**config.mk**
```make
export PLATFORM = sky130hd
export DESIGN_NAME = qenc_cqp_bin_fsm
export DESIGN_NICKNAME = d
export VERILOG_FILES = /design/src/rtl/qdec_cabac_package.sv /design/src/rtl/qenc_cqp_bin_fsm.sv
export SDC_FILE = /design/constraint.sdc
export NUM_CORES = 1
export LEC_CHECK = 0
export ABC_AREA = 0
export BUFFER_PORTS_ARGS = -buffer_cell sky130_fd_sc_hd__buf_4
export CAP_MARGIN = 5
export CORE_MARGIN = 2
export CORE_UTILIZATION = 55
export CTS_CLUSTER_DIAMETER = 40
export DETAILED_ROUTE_END_ITERATION = 8
export GPL_TIMING_DRIVEN = 0
export PLACE_DENSITY = 0.92
export SYNTH_ARGS = -nofsm -noshare
export SYNTH_HDL_FRONTEND = slang
export SYNTH_SLANG_ARGS = --single-unit
```
**constraint.sdc**
```tcl
create_clock -name clk -period 4.2 [get_ports clk]
set_input_delay 0.21 -clock clk [delete_from_list [all_inputs] [get_ports clk]]
set_output_delay 0.21 -clock clk [all_outputs]
set_load 0.005 [all_outputs]
```
**src/rtl/qdec_cabac_package.sv**
```systemverilog
// Shared CABAC definitions: chroma-QP-offset encode FSM states and the
// context indices used by both the decode and encode directions.
package qdec_cabac_package;

    typedef enum logic [1:0] {
        IDLE_CQPE   = 2'd0,
        FLAG_CQPE   = 2'd1,
        IDX_CQPE    = 2'd2,
        ENDING_CQPE = 2'd3
    } t_state_cqp_enc;

    localparam logic [9:0] CTXIDX_CHROMA_QP_OFFSET_FLAG = 10'd160;
    localparam logic [9:0] CTXIDX_CHROMA_QP_OFFSET_IDX  = 10'd161;

endpackage : qdec_cabac_package

```
**src/rtl/qenc_cqp_bin_fsm.sv**
```systemverilog
// Binarizes cu_chroma_qp_offset_flag/idx (TR, cRiceParam=0) into context-coded bins.
// Optional QENC_CQP_IDX_CHECK_EN clamps an out-of-range idx and pulses cqp_err.
module qenc_cqp_bin_fsm
    import qdec_cabac_package::*;
#(
    parameter int CTX_ADDR_W = 10,
    parameter int IDX_W      = 3
) (
    input  logic                  clk,
    input  logic                  rst_n,
    input  logic                  cqp_start,
    input  logic                  cu_chroma_qp_offset_enabled_flag,
    input  logic                  cu_chroma_qp_offset_flag,
    input  logic [IDX_W-1:0]      cu_chroma_qp_offset_idx,
    input  logic [IDX_W-1:0]      chroma_qp_offset_list_len_minus1,
    output logic [CTX_ADDR_W-1:0] ctx_cqp_addr,
    output logic                  enc_bin,
    output logic                  enc_bin_vld,
    input  logic                  enc_rdy,
    output logic                  EPMode_cqp,
    output logic                  cqp_done_intr,
    output logic                  cqp_err
);

    t_state_cqp_enc          state_q, state_d;
    logic                    flag_q, flag_d;
    logic [IDX_W-1:0]        idx_q, idx_d;
    logic [IDX_W-1:0]        len_q, len_d;
    logic [IDX_W-1:0]        bin_cnt_q, bin_cnt_d;
    logic                    err_d;

    logic [CTX_ADDR_W-1:0]   ctx_q, ctx_d;
    logic                    bin_q, bin_d;
    logic                    vld_q, vld_d;
    logic                    done_q, done_d;
    logic                    err_q;

    logic [IDX_W-1:0]        idx_in_s;
    logic                    idx_err_s;
    logic                    last_idx_bin_s;

    // Start-time index conditioning: clamp and range error only with the check enabled
    always_comb begin
`ifdef QENC_CQP_IDX_CHECK_EN
        if (cu_chroma_qp_offset_idx > chroma_qp_offset_list_len_minus1) begin
            idx_in_s  = chroma_qp_offset_list_len_minus1;
            idx_err_s = cu_chroma_qp_offset_enabled_flag & cu_chroma_qp_offset_flag;
        end else begin
            idx_in_s  = cu_chroma_qp_offset_idx;
            idx_err_s = 1'b0;
        end
`else
        idx_in_s  = cu_chroma_qp_offset_idx;
        idx_err_s = 1'b0;
`endif
    end

    // TR ends with the terminating 0 at bin idx, or at cMax-1 when idx reaches cMax
    assign last_idx_bin_s = (bin_cnt_q == idx_q) || (bin_cnt_q == (len_q - {{(IDX_W-1){1'b0}}, 1'b1}));

    // State and latched-field register
    always_ff @(posedge clk or negedge rst_n) begin
        if (!rst_n) begin
            state_q   <= IDLE_CQPE;
            flag_q    <= 1'b0;
            idx_q     <= '0;
            len_q     <= '0;
            bin_cnt_q <= '0;
        end else begin
            state_q   <= state_d;
            flag_q    <= flag_d;
            idx_q     <= idx_d;
            len_q     <= len_d;
            bin_cnt_q <= bin_cnt_d;
        end
    end

    // Next-state and field update
    always_comb begin
        state_d   = state_q;
        flag_d    = flag_q;
        idx_d     = idx_q;
        len_d     = len_q;
        bin_cnt_d = bin_cnt_q;
        err_d     = 1'b0;
        case (state_q)
            IDLE_CQPE: begin
                if (cqp_start) begin
                    flag_d    = cu_chroma_qp_offset_flag;
                    idx_d     = idx_in_s;
                    len_d     = chroma_qp_offset_list_len_minus1;
                    bin_cnt_d = '0;
                    err_d     = idx_err_s;
                    state_d   = cu_chroma_qp_offset_enabled_flag ? FLAG_CQPE : ENDING_CQPE;
                end else begin
                    state_d   = IDLE_CQPE;
                end
            end
            FLAG_CQPE: begin
                if (enc_rdy) begin
                    state_d = (flag_q && (len_q != '0)) ? IDX_CQPE : ENDING_CQPE;
                end else begin
                    state_d = FLAG_CQPE;
                end
            end
            IDX_CQPE: begin
                if (enc_rdy && last_idx_bin_s) begin
                    state_d = ENDING_CQPE;
                end else if (enc_rdy) begin
                    bin_cnt_d = bin_cnt_q + {{(IDX_W-1){1'b0}}, 1'b1};
                end else begin
                    state_d = IDX_CQPE;
                end
            end
            ENDING_CQPE: begin
                state_d = IDLE_CQPE;
            end
            default: begin
                state_d = IDLE_CQPE;
            end
        endcase
    end

    // Output decode of the upcoming state so bins appear the cycle the state is entered
    always_comb begin
        ctx_d  = '0;
        bin_d  = 1'b0;
        vld_d  = 1'b0;
        done_d = 1'b0;
        case (state_d)
            FLAG_CQPE: begin
                vld_d = 1'b1;
                bin_d = flag_d;
                ctx_d = CTX_ADDR_W'(CTXIDX_CHROMA_QP_OFFSET_FLAG);
            end
            IDX_CQPE: begin
                vld_d = 1'b1;
                bin_d = (bin_cnt_d < idx_d);
                ctx_d = CTX_ADDR_W'(CTXIDX_CHROMA_QP_OFFSET_IDX);
            end
            ENDING_CQPE: begin
                done_d = 1'b1;
            end
            default: begin
                vld_d = 1'b0;
            end
        endcase
    end

    // Output registers
    always_ff @(posedge clk or negedge rst_n) begin
        if (!rst_n) begin
            ctx_q  <= '0;
            bin_q  <= 1'b0;
            vld_q  <= 1'b0;
            done_q <= 1'b0;
            err_q  <= 1'b0;
        end else begin
            ctx_q  <= ctx_d;
            bin_q  <= bin_d;
            vld_q  <= vld_d;
            done_q <= done_d;
            err_q  <= err_d;
        end
    end

    assign ctx_cqp_addr  = ctx_q;
    assign enc_bin       = bin_q;
    assign enc_bin_vld   = vld_q;
    assign cqp_done_intr = done_q;
    assign cqp_err       = err_q;
    assign EPMode_cqp    = 1'b0;

endmodule : qenc_cqp_bin_fsm

```
==> reports/qor.txt <==
WP buf/inv -> 1
Peak supply drop -> 0.000440 V
Period Utilization, post-route -> 59.9%
Sequential share of the synthesized area -> 36.0%
Main flop type after synthesis -> dfrtp_1
Vias -> 831
Final Hold Fails -> 0
Synth Instances -> 106
Simple-Gate Fraction of Synth Area -> 14.5%
Via density per instance -> 5.10
Delay-heaviest family, CP -> compound AO/OA/AOI/OAI gates
Unrepaired setup endpoints after global routing -> no
Comb pwr share -> 61.4%
Dpl hpwl -> 1560 µm
CTS Sinks -> 16
Hold WS -> 118 ps
Die area -> 2400 µm²
I/O pin cnt -> 27
# diodes -> 0
Fill cells -> 149
Top cell type by total area after synthesis -> dfrtp_1
P_int -> 0.000592 W
Critical R2R Launch -> len_q[0]
Worst-Skew Late Latency -> 290 ps
CP startpoint kind -> flop
Cell Area, Synth -> 1110 µm²
Syn Area/Cell -> 10.5 µm²
Min Clock Period, post-route -> 2510 ps
Routed len/inst -> 12.5 µm
Postcts setup bufs -> 0
Worst setup endpoint -> enc_bin
Core box area -> 1940 µm²
Top cells by area, synth -> dfrtp_1 (36%), ha_1 (10%), buf_4 (8.8%)
R2R Path End -> enc_bin
Switching Share -> 40.3%
Main combinational cell family by area after synthesis -> simple AND/OR/NAND/NOR gates
GRT Util Overall -> 19.1%
DRT Pass-1 Iters -> 4
Max-slew headroom at the worst pin -> 66.6%
Die Y -> 49.0 µm
Setup TNS -> 0 ps
Max_cap viols -> 0
Cell variety after synth -> 39
R2R cell count -> 10
Commonest non-fill, non-tap cell in the layout -> buf_4
H-tree levels -> 1
Vias in the first global route -> 826
Chip Width -> 49.0 µm
Critical path class -> flop to flop
Post-Route Utilization -> 69.5%
Critical path arrival -> 2750 ps
Required time worst endpoint -> 4430 ps
Switching pwr -> 0.000399 W
P_leak -> 0.693 nW
Crit path max fanout -> 5
Slowest cell on crit path -> dfrtp_1
Peak Freq -> 398 MHz
Number of hold buffers added after cts -> 1
First-pass GRT wire length -> 3550 µm
R2R Setup Slk -> 1690 ps
Final ANT Viol Nets -> 0
Synth Register Bits -> 16
Num rows -> 16
Number of buffers created by CTS -> 3
Final Setup Violations -> 0
CTS max path bufs -> 2
Layout cells sized above 1 -> 33.1%
Setup Skew -> 4.38 ps
Setup crit end kind -> flop
Antenna violations before repair -> 0
CTS resizes -> 0
Pwr/cell area -> 733 nW/µm²
Top-area cell type share of the netlist area -> 36.0%
Worst Max-Slew Pin Slew -> 500 ps
Fin nets -> 158
Post-synthesis compound-gate area fraction -> 12.7%
Crit path cell chain -> inv_1 > ha_1 > xor2_2 > nand3_2 > nand2_1 > o311ai_2 > ha_1 > a21oi_1 > o2111a_1 > a32o_1
DRT iter0 DRCs -> 11
Port Buf Inserts -> 17
Area Overhead vs Synth -> 21.4%
Remaining Overflow, GRT -> 0
Post-Synth Adder-Cell Area -> 10.1%
Max incr delay on CP -> 420 ps
Largest net degree at the start of global routing -> 17
Ys async rst share -> 100%
Warnings from Yosys -> 0
Crit-path most repeated cell -> ha_1
WL final -> 2040 µm
Worst-path clk slew -> 100 ps
Max Slew Vio Count -> 0
Clock power frac -> 10.4%
Starting Density -> 57.3%
CTS tree -> yes
Part of the power in registers -> 28.1%
Hold Crit Class -> input pin to flop
Synth Area in XOR/XNOR -> 7.31%
DRC -> 0
Placer Congestion -> 0.824
Worst setup path start -> len_q[0]
Commonest non-fill, non-tap cells in the layout -> buf_4 (30), dfrtp_1 (16), ha_1 (9), conb_1 (9), nand2_1 (8)
Status -> completed
Post-synthesis mux area share -> 6.07%
Number of synthesized flops with an enable pin -> 0
Total stage count of the critical path -> 10
CTS root buffer -> clkbuf_4
synth_stat cells (all sizes together) (3+ instances only):
library cell	n
dfrtp	16
mux2	3
mux2i	3
buf	15
ha	9
nand2	8
inv	7
o21ai	6
a21oi	3
nor2	4
xnor2	3
nand3	4
state kept, by name (all words and copies together), names as in the netlist, 2 cells and up:
signal and cells:
bin_cnt_q 3, len_q 3, state_q 2, idx_q 3
layout make-up:
type                            count  area (µm²)  area share, %
Multi-Input combinational cell     76         598           44.3
Sequential cell                    16         400           29.7
Timing Repair Buffer               18         138           10.2
Buffer                             15         118           8.71
Clock buffer                        4        36.3           2.69
Tap cell                           27        33.8           2.50
Inverter                            7        26.3           1.95
cell families after synthesis:
| group | count (synthesis) |
|---|---|
| buf+inv | 22 |
| flops | 16 |
| mux | 6 |
| simple gates | 27 |
| compound gates | 19 |
| other cells | 1 |
| xor+xnor | 6 |
| fa+ha+maj | 9 |
power by group through the flow:
stage | registers [W] | logic [W] | clock network, W
2_1_floorplan | 0.000272 | 0.000466 | 0
5_1_grt | 0.000287 | 0.000683 | 0.000110
6_report | 0.000279 | 0.000608 | 0.000103
4_1_cts | 0.000279 | 0.000614 | 0.000107
3_5_place_dp | 0.000282 | 0.000607 | 0
3_3_place_gp | 0.000275 | 0.000585 | 0
worst reg2reg max path, cell delays in order (launching register included):
cell	delay, ps
dfrtp_1	420
inv_1	100
ha_1	330
xor2_2	160
nand3_2	120
nand2_1	120
o311ai_2	370
ha_1	310
a21oi_1	160
o2111a_1	200
a32o_1	160
routing by layer:
| layer | part of all wire, % | global-route usage (%) | routed length [µm] |
|---|---|---|---|
| met5 | 0 | 0 | 0 |
| met4 | 2.5 | 11.0 | 50 |
| met3 | 4.6 | 2.76 | 93 |
| met2 | 51 | 30.8 | 1030 |
| met1 | 42 | 24.4 | 863 |
how the worst min path moves through the flow:
stage	start	endpoint	slack, ps	depth (start not counted)
final	chroma_qp_offset_list_len_minus1[2]	len_q[2]	120	3
after global routing	chroma_qp_offset_list_len_minus1[2]	len_q[2]	130	3
after CTS	chroma_qp_offset_list_len_minus1[2]	len_q[2]	120	3
after detailed placement	rst_n	idx_q[1]	80	1
after global placement	rst_n	idx_q[1]	80	1
after floorplan	rst_n	bin_cnt_q[0]	-90	0
through the flow:
step           setup WS (ps)  instance area [µm²]  cells  power, W
2_1_floorplan           1920                 1140    114  0.000738
3_3_place_gp            1800                 1300    158  0.000861
3_5_place_dp            1720                 1300    158  0.000889
4_1_cts                 1690                 1350    163   0.00100
5_1_grt                 1500                 1350    163   0.00108
6_report                1690                 1350    163  0.000990
Power figures use the tool's default switching activity.
